===== config.mk =====
export PLATFORM = sky130hd
export DESIGN_NAME = clk_div_ramp_ctrl
export DESIGN_NICKNAME = d
export VERILOG_FILES = /design/src/rtl/clk_div_ramp_ctrl.sv
export SDC_FILE = /design/constraint.sdc
export NUM_CORES = 1
export LEC_CHECK = 0
export BUFFER_PORTS_ARGS = -buffer_cell sky130_fd_sc_hd__buf_2
export CAP_MARGIN = 10
export CORE_MARGIN = 1.5
export CORE_UTILIZATION = 55
export DETAILED_ROUTE_END_ITERATION = 6
export GPL_TIMING_DRIVEN = 0
export PLACE_DENSITY = 0.71
export RECOVER_POWER = 100
export SLEW_MARGIN = 30
export SYNTH_ARGS = -nofsm -noshare
export SYNTH_HDL_FRONTEND = slang
export SYNTH_SLANG_ARGS = --single-unit

===== constraint.sdc =====
create_clock -name clk -period 11.5 [get_ports clk]
set_clock_uncertainty 0.15 [all_clocks]
set_input_delay 2.3 -clock clk [delete_from_list [all_inputs] [get_ports clk]]
set_output_delay 2.3 -clock clk [all_outputs]
set_load 0.05 [all_outputs]

===== src/rtl/clk_div_ramp_ctrl.sv =====
`default_nettype none
// ============================================================================
// Module  : clk_div_ramp_ctrl
// Ramps a clock divider's divisor toward a target in clamped steps, each write
// aligned to a divider period boundary tracked by a cycle-accurate mirror.
// Rev     : 1.0
// ============================================================================
module clk_div_ramp_ctrl #(
  parameter logic [7:0] STEP          = 8'd1,
  parameter logic [7:0] DWELL_PERIODS = 8'd1
) (
  input  logic       clk,
  input  logic       rstn,
  input  logic       req_valid,
  output logic       req_ready,
  input  logic [7:0] req_div,
  output logic [7:0] div,
  output logic       busy,
  output logic       done
);

  typedef enum logic [0:0] {
    S_IDLE = 1'b0,
    S_RAMP = 1'b1
  } state_t;

  state_t     r_state;
  state_t     w_state_nxt;
  logic [7:0] r_div;
  logic [7:0] w_div_nxt;
  logic [7:0] r_target;
  logic [7:0] w_target_nxt;
  logic [7:0] r_dwell;
  logic [7:0] w_dwell_nxt;
  logic       r_pending;
  logic       w_pending_nxt;
  logic       r_done;
  logic       w_done_nxt;
  logic [7:0] r_applied;
  logic [8:0] r_mcnt;
  logic       w_top;
  logic [7:0] w_gap;
  logic [7:0] w_step;

  assign w_top  = (r_mcnt == ({1'b0, r_applied} + 9'd1));
  assign w_gap  = (r_target > r_div) ? (r_target - r_div) : (r_div - r_target);
  assign w_step = (w_gap < STEP) ? w_gap : STEP;

  // Shadow of the divider's period counter; it latches div only at period end.
  always_ff @(posedge clk or negedge rstn) begin
    if (!rstn) begin
      r_mcnt    <= 9'd1;
      r_applied <= 8'd0;
    end else if (w_top) begin
      r_mcnt    <= 9'd1;
      r_applied <= r_div;
    end else begin
      r_mcnt    <= r_mcnt + 9'd1;
    end
  end

  always_ff @(posedge clk or negedge rstn) begin
    if (!rstn) begin
      r_state   <= S_IDLE;
      r_div     <= 8'd0;
      r_target  <= 8'd0;
      r_dwell   <= 8'd0;
      r_pending <= 1'b0;
      r_done    <= 1'b0;
    end else begin
      r_state   <= w_state_nxt;
      r_div     <= w_div_nxt;
      r_target  <= w_target_nxt;
      r_dwell   <= w_dwell_nxt;
      r_pending <= w_pending_nxt;
      r_done    <= w_done_nxt;
    end
  end

  always_comb begin
    w_state_nxt   = r_state;
    w_div_nxt     = r_div;
    w_target_nxt  = r_target;
    w_dwell_nxt   = r_dwell;
    w_pending_nxt = r_pending;
    w_done_nxt    = 1'b0;
    case (r_state)
      S_IDLE: begin
        if (req_valid) begin
          w_target_nxt = req_div;
          if (req_div == r_div) begin
            w_done_nxt = 1'b1;
          end else begin
            w_state_nxt   = S_RAMP;
            w_dwell_nxt   = 8'd0;
            w_pending_nxt = 1'b0;
          end
        end
      end
      S_RAMP: begin
        // A step becomes live one period after its write, then dwells.
        if (w_top) begin
          if (r_pending) begin
            w_dwell_nxt   = DWELL_PERIODS;
            w_pending_nxt = 1'b0;
          end else if (r_dwell != 8'd0) begin
            w_dwell_nxt = r_dwell - 8'd1;
          end else if (r_div != r_target) begin
            w_div_nxt     = (r_target > r_div) ? (r_div + w_step) : (r_div - w_step);
            w_pending_nxt = 1'b1;
          end else begin
            w_state_nxt = S_IDLE;
            w_done_nxt  = 1'b1;
          end
        end
      end
      default: w_state_nxt = S_IDLE;
    endcase
  end

  assign req_ready = (r_state == S_IDLE);
  assign busy      = (r_state == S_RAMP);
  assign div       = r_div;
  assign done      = r_done;

endmodule
`default_nettype wire

==> results of run 1 <==
==> state kept, by name (all words and copies together), names as in the netlist <==
| register | count |
|---|---|
| busy | 1 |
| div | 8 |
| r_mcnt | 9 |
| r_dwell | 8 |
| r_target | 8 |
| r_applied | 8 |
| r_pending | 1 |
| done | 1 |
==> cells in the final DEF, fill, tap and decap left out, drive strengths merged, types with 4 or more instances in the layout <==
master	synthesis	routed
a21oi	14	14
a31oi	4	4
and2	6	6
and3	4	4
buf	4	9
clkbuf	9	31
dfrtp	43	43
ha	26	26
inv	29	29
mux2	12	12
mux2i	6	6
nand2	20	20
nand2b	13	13
nand3	10	10
nand4	9	9
nor2	27	27
nor2b	8	8
nor3	4	4
o21a	5	5
o21ai	34	34
o31ai	4	4
or3	4	4
xnor2	21	21
xor2	15	15
==> worst reg2reg max path, cell delays in order, from the launching register on <==
cell       delay (ns)
dfrtp_1          0.50
inv_1            0.10
ha_1             0.29
clkbuf_1         0.21
and2_0           0.31
a221oi_1         0.30
o21ai_0          0.16
xor2_1           0.16
a2111oi_0        1.41
nand2_1          0.21
o31ai_1          0.15
ha_1             0.27
nand2_1          0.11
ha_1             0.24
nor2b_1          0.14
o2111ai_1        0.32
a31oi_1          0.24
nand2b_1         0.13
a21oi_1          0.07
a311oi_1         0.24
nand4_1          0.13
==> metal layers <==
layer	global-route usage (%)	share of wire [%]	vias up	wire length (um)
met1	34.3	50	1367	3740
li1	-	-	1413	-
met4	6.44	1.2	0	91
met2	39.8	46	42	3490
met5	0	0	-	0
met3	3.22	2.6	8	195
==> area by class of cell <==
| cell class | instances | area [um2] | share of cell area, % |
|---|---|---|---|
| inverter | 29 | 109 | 2.96 |
| multi-input combinational | 294 | 2140 | 58.2 |
| clock buffer | 6 | 82.6 | 2.24 |
| clock inverter | 2 | 10.0 | 0.272 |
| sequential | 44 | 1100 | 30.0 |
| buffer | 13 | 50.0 | 1.36 |
| tap | 75 | 93.8 | 2.55 |
| timing repair buffer | 21 | 88.8 | 2.41 |
==> power groups by stage <==
stage / Combinational (mW) / Clock (mW) / Sequential (mW)
6_report: 0.0455 / 0.0999 / 0.162
5_1_grt: 0.0515 / 0.111 / 0.162
4_1_cts: 0.0463 / 0.104 / 0.162
3_5_place_dp: 0.0459 / 0 / 0.165
3_3_place_gp: 0.0449 / 0 / 0.164
2_1_floorplan: 0.0331 / 0 / 0.164
==> worst min path at each step <==
stage	start	slack [ns]	depth (start not counted)	endpoint
3_5_place_dp	r_pending	0.36	1	r_pending
5_1_grt	r_pending	0.40	1	r_pending
6_report	r_mcnt[0]	0.37	1	r_mcnt[0]
2_1_floorplan	r_mcnt[0]	0.32	1	r_mcnt[0]
3_3_place_gp	r_target[7]	0.35	1	r_target[7]
4_1_cts	r_mcnt[0]	0.38	1	r_mcnt[0]
==> cell families (layout without fill, tap and decap cells) <==
group,Yosys count,in the layout
DFF,44,44
adders and majority gates,29,29
and+or+nand+nor,120,120
other,1,1
xor gates and xnor gates,36,36
muxes,18,18
buffers and inverters,42,71
AOI/OAI and AO/OA,90,90
==> stage by stage <==
step	setup WS [ns]	utilization, %	power (mW)
CTS	6.34	62.2	0.312
detailed placement	6.43	60.7	0.211
global route	5.15	61.8	0.325
floorplan	6.90	-	0.197
global placement	6.55	60.7	0.209
finish	5.52	61.8	0.307
==> Flow_metrics.wiki, run 1 <==
{| class="wikitable"
! Metric !! Value
|-
| All-Layer GR Usage || 24.5%
|-
| Worst path depth || 20
|-
| Maxcap violations || 2
|-
| Net switching power || 0.0818 mW
|-
| Switching power share of the total || 26.7%
|-
| Complex-gate fraction of the synthesized area || 17.4%
|-
| Number of global-route vias before repair || 2,726
|-
| Post-Synth XOR/XNOR Area || 9.24%
|-
| Total of cells resized after clock tree synthesis || 0
|-
| Int Power || 0.225 mW
|-
| Final period demand of the worst path || 5.98 ns
|-
| Total clock buffers created by CTS || 5
|-
| Pin slew with the least headroom to its limit || 2.37 ns
|-
| Worst path arrival time || 6.00 ns
|-
| Most used flip-flop cell after synthesis || dfrtp_1
|-
| Clock tree from TritonCTS || built
|-
| Max FO, Critical Path || 9
|-
| Category of the most critical setup path || register to register
|-
| Max Freq || 0.167 GHz
|-
| Effective utilization at floorplan || 57.3%
|-
| Fraction of the yosys area taken by sequential cells || 32.3%
|-
| Crit. End Element || register
|-
| Unrepaired setup endpoints after global routing || false
|-
| Lkg Pwr || 1.51 nW
|-
| Placed cell area || 3610 um2
|-
| Critical-path top delay cell || a2111oi_0
|-
| Crit path launch type || register
|-
| Part of the power in registers || 52.6%
|-
| Area of the core || 5960 um2
|-
| Largest voltage drop on the vdd net || 83.9 uV
|-
| Full die area || 6690 um2
|-
| Largest family of logic cells by synthesized area || simple AND/OR/NAND/NOR gates
|-
| Layout cells sized above 1 || 9.54%
|-
| Clk pwr share || 32.5%
|-
| Power per standard cell area || 83.5 nW/um2
|-
| Number of slew-limit violations in the final report || 52
|-
| Syn-to-layout area delta || 7.77%
|-
| Number of enable-type register cells in the synthesized netlist || 0
|-
| Critical Path Most Common Cell || ha_1
|-
| Clock latency at the later pin of the worst-skew pair || 0.30 ns
|-
| Number of setup buffers added after CTS || 0
|-
| Area of all placed cells without fillers || 3680 um2
|-
| Most frequent cell after synthesis || dfrtp_1
|-
| Count of cell types in the netlist || 54
|-
| Remaining design rule violation count || 0
|-
| Fill cell count || 541
|-
| Port-buffer cells || 21
|-
| Detailed-route vias per instance || 5.85
|-
| Capture instance of the worst register-to-register path || div[7]
|-
| Total vias in the final route || 2,830
|-
| Gate count of the mapped netlist || 380
|-
| Required time at the worst-slack endpoint || 11.52 ns
|-
| End of the critical path || div[7]
|-
| Antenna violations before repair || 0
|-
| Netlist area before placement || 3410 um2
|-
| Final wirelength || 7510 um
|-
| Routed wire length per instance || 15.5 um
|-
| Syn Nets || 420
|-
| First-pass iteration count of the detailed router || 4
|-
| Clock-pin transition on the worst setup and hold timing paths || 0.08 ns
|-
| Die X-Extent || 81.8 um
|-
| Synthesized-area fraction occupied by and/or/nand/nor cells || 19.2%
|-
| Flop2flop setup slack || 5.52 ns
|-
| Avg Synthesized Cell Area || 8.98 um2
|-
| Net total in the final layout || 448
|-
| Worst-case hold slack || 0.372 ns
|-
| Relative max-transition margin || -58.2%
|-
| Delay-heaviest family, CP || compound AO/OA/AOI/OAI gates
|-
| Source of the critical timing path || div[5]
|-
| CTS Hold Buffers Added || 0
|-
| Number of cells traversed by the worst register-to-register path || 20
|-
| Cell at the root of the clock tree || clkbuf_8
|-
| Placed Cells || 476
|-
| Most instantiated cells after synthesis || 43 x dfrtp_1, 34 x o21ai_0, 29 x inv_1
|-
| Remaining Overflow, GRT || 0
|-
| Antenna viol nets, final || 0
|-
| Violated checks || max-capacitance violations, max-slew violations
|-
| Final HPWL from detailed placement || 5760 um
|-
| Initial detailed-routing violation count || 120
|-
| TritonCTS Sinks || 44
|-
| Worst-path cell chain || inv_1 > ha_1 > clkbuf_1 > and2_0 > a221oi_1 > o21ai_0 > xor2_1 > a2111oi_0 > nand2_1 > o31ai_1 > ha_1 > nand2_1 > ha_1 > nor2b_1 > o2111ai_1 > a31oi_1 > nand2b_1 > a21oi_1 > a311oi_1 > nand4_1
|-
| Yosys warns || 0
|-
| Setup total negative slack || 0 ns
|-
| Proportion of power drawn by combinational gates || 14.8%
|-
| Buffers & Inverters on Critical Path || 2
|-
| Final GP Congestion || 0.913
|-
| Top post-synthesis cells by area || dfrtp_1 32%, ha_1 9.5%, xnor2_1 5.4%
|-
| Multiplexer share of the synthesized area || 5.72%
|-
| Final number of setup-violating endpoints || 0
|-
| Cell type contributing the most total cell area after synthesis || dfrtp_1
|-
| Final worst-path cycle share || 52.0%
|-
| Vert. Die Dim || 81.8 um
|-
| Largest net degree at the start of global routing || 45
|-
| Core Rows || 28
|-
| Number of hold violations in the final report || 0
|-
| First-pass GRT wire length || 12,600 um
|-
| Number of levels the H-tree was split into || 2
|-
| Run status || finished, violations left
|-
| Synthesized-area fraction occupied by adder cells || 11.3%
|-
| Post-synthesis async set-or-reset flop share || 100%
|-
| Count of pins on the block boundary || 22
|-
| Antenna diode count || 0
|-
| Largest stage delay, worst path || 1.41 ns
|-
| FF+latch count, synth || 44
|-
| Final instance count without filler cells || 484
|-
| Max clock buf depth || 2
|-
| Yosys top cell area share || 31.5%
|-
| FF-to-FF Start || div[5]
|-
| Type of the most critical hold path || register to register
|}
Power figures use the tool's default switching activity.
==> run 2: changes to the inputs <==
- clock period: 11.5 -> 5.8 ns (I/O delays scaled with it)
==> run 2 against run 1 <==
  * The flow still finishes with violations (max-capacitance violations, max-slew violations)
  * Sequential cell count did not move
  * Final area rose by 0.17%
  * Total power rose by 98%
  * Cell count did not move
  * Worst setup slack got worse by 4.9 ns
  * Non-clock buffer count did not move
  * Combinational power rose by 100%
  * Critical path type unchanged
  * Largest cell class unchanged
  * Largest power group unchanged
==> Flow_metrics.wiki, run 2 (same netlist as run 1, synthesis figures left out) <==
{| class="wikitable"
! Metric !! Value
|-
| Run status || finished, violations left
|-
| Violated checks || max-capacitance violations, max-slew violations
|-
| Number of slew-limit violations in the final report || 45
|-
| Total of cells resized after clock tree synthesis || 0
|-
| Type of the most critical hold path || register to register
|-
| Syn-to-layout area delta || 7.95%
|-
| Worst-path cell chain || inv_1 > fa_1 > a21o_1 > a21o_1 > o21ai_0 > a31oi_1 > a2111oi_2 > nand2_1 > o31ai_1 > ha_1 > nand2_1 > ha_1 > nor2b_1 > o2111ai_1 > a31oi_1 > nand2b_1 > a21oi_1 > a311oi_1 > nand4_1
|-
| Lkg Pwr || 1.51 nW
|-
| Antenna violations before repair || 0
|-
| Number of flip-flops in the largest register || 9
|-
| Unrepaired setup endpoints after global routing || false
|-
| Clock-pin transition on the worst setup and hold timing paths || 0.08 ns
|-
| Net total in the final layout || 448
|-
| Final period demand of the worst path || 5.20 ns
|-
| Remaining Overflow, GRT || 0
|-
| Antenna viol nets, final || 0
|-
| Effective utilization at floorplan || 57.3%
|-
| Largest voltage drop on the vdd net || 166 uV
|-
| Number of hold violations in the final report || 0
|-
| Most common cell after layout, fill and taps aside || dfrtp_1
|-
| TritonCTS Sinks || 44
|-
| Setup total negative slack || 0 ns
|-
| Number of levels the H-tree was split into || 2
|-
| Clock tree from TritonCTS || built
|-
| Initial detailed-routing violation count || 117
|-
| Maxcap violations || 1
|-
| Remaining design rule violation count || 0
|-
| Total clock buffers created by CTS || 5
|-
| Vert. Die Dim || 81.8 um
|-
| Power per standard cell area || 165 nW/um2
|-
| Clock latency at the later pin of the worst-skew pair || 0.29 ns
|-
| Pin slew with the least headroom to its limit || 2.35 ns
|-
| Largest stage delay, worst path || 0.78 ns
|-
| Required time at the worst-slack endpoint || 5.82 ns
|-
| Crit. End Element || register
|-
| Relative max-transition margin || -56.9%
|-
| Total vias in the final route || 2,826
|-
| Number of global-route vias before repair || 2,726
|-
| Port-buffer cells || 21
|-
| Final number of setup-violating endpoints || 0
|-
| Category of the most critical setup path || register to register
|-
| Largest net degree at the start of global routing || 45
|-
| Worst path arrival time || 5.21 ns
|-
| Final wirelength || 7510 um
|-
| Max Freq || 0.192 GHz
|-
| Final HPWL from detailed placement || 5760 um
|-
| Final instance count without filler cells || 484
|-
| Layout cells sized above 1 || 9.78%
|-
| Antenna diode count || 0
|-
| First-pass iteration count of the detailed router || 4
|-
| Number of setup buffers added after CTS || 0
|-
| Most frequent cells in the layout || 43 x dfrtp_1, 34 x o21ai_0, 29 x inv_1
|-
| Max FO, Critical Path || 9
|-
| Detailed-route vias per instance || 5.84
|-
| Count of pins on the block boundary || 22
|-
| Routed wire length per instance || 15.5 um
|-
| Placed Cells || 476
|-
| Register with the most flip-flops || r_mcnt
|-
| Crit path launch type || register
|-
| Die X-Extent || 81.8 um
|-
| CTS Hold Buffers Added || 0
|-
| Final worst-path cycle share || 89.6%
|-
| Core Rows || 28
|-
| Max clock buf depth || 2
|-
| Area of the core || 5960 um2
|-
| Buffers & Inverters on Critical Path || 1
|-
| Critical-path top delay cell || a2111oi_2
|-
| Cell at the root of the clock tree || clkbuf_8
|-
| Final GP Congestion || 0.913
|-
| First-pass GRT wire length || 12,600 um
|-
| All-Layer GR Usage || 24.5%
|-
| Full die area || 6690 um2
|-
| Delay-heaviest family, CP || compound AO/OA/AOI/OAI gates
|}
[run 2: cell counts in the layout (fill, tap and decap cells not counted)]
Identical to the previous run, type by type.
[run 2: power by group]
| group | internal (mW) | total (mW) | switching (mW) |
|---|---|---|---|
| Combinational | 0.0373 | 0.0911 | 0.0537 |
| Sequential | 0.314 | 0.320 | 0.00633 |
| Clock | 0.0951 | 0.198 | 0.103 |
[run 2: cell type report]
class	count	area [um2]
clock inverters	2	10.0
multi-input cells	294	2150
well taps	75	93.8
fillers	539	2270
clock buffers	6	82.6
inverters	29	109
flip-flops and latches	44	1100
repair buffers	21	88.8
plain buffers	13	50.0
[run 2: stage by stage]
stage               hold slack [ns]  total power, mW  util (%)  worst slack (ns)  instance area [um2]
finish                        0.372            0.609      61.9             0.604                 3680
global route                  0.402            0.644      61.9             0.338                 3680
CTS                           0.377            0.618      62.2             0.644                 3710
detailed placement            0.358            0.417      60.7             0.728                 3610
global placement              0.348            0.415      60.7             0.848                 3610
floorplan                     0.324            0.391         -              1.20                 3410
[run 2: final timing paths]
kind	from	endpoint	slack [ns]	depth (start not counted)
worst max-delay path	div[1]	div[7]	0.60	19
worst min register to register	r_mcnt[0]	r_mcnt[0]	0.37	1
worst min-delay path	r_mcnt[0]	r_mcnt[0]	0.37	1
worst max register to register	div[1]	div[7]	0.60	19
min in group asynchronous	rstn	div[1]	1.42	1
max in group asynchronous	rstn	r_applied[1]	2.74	1
[run 2: layer usage]
layer / vias to the layer above / share of wire (%) / global-route usage [%]
li1: 1412 / - / -
met1: 1363 / 50 / 34.3
met2: 43 / 47 / 39.8
met3: 8 / 2.6 / 3.22
met4: 0 / 1.2 / 6.44
met5: - / 0 / 0
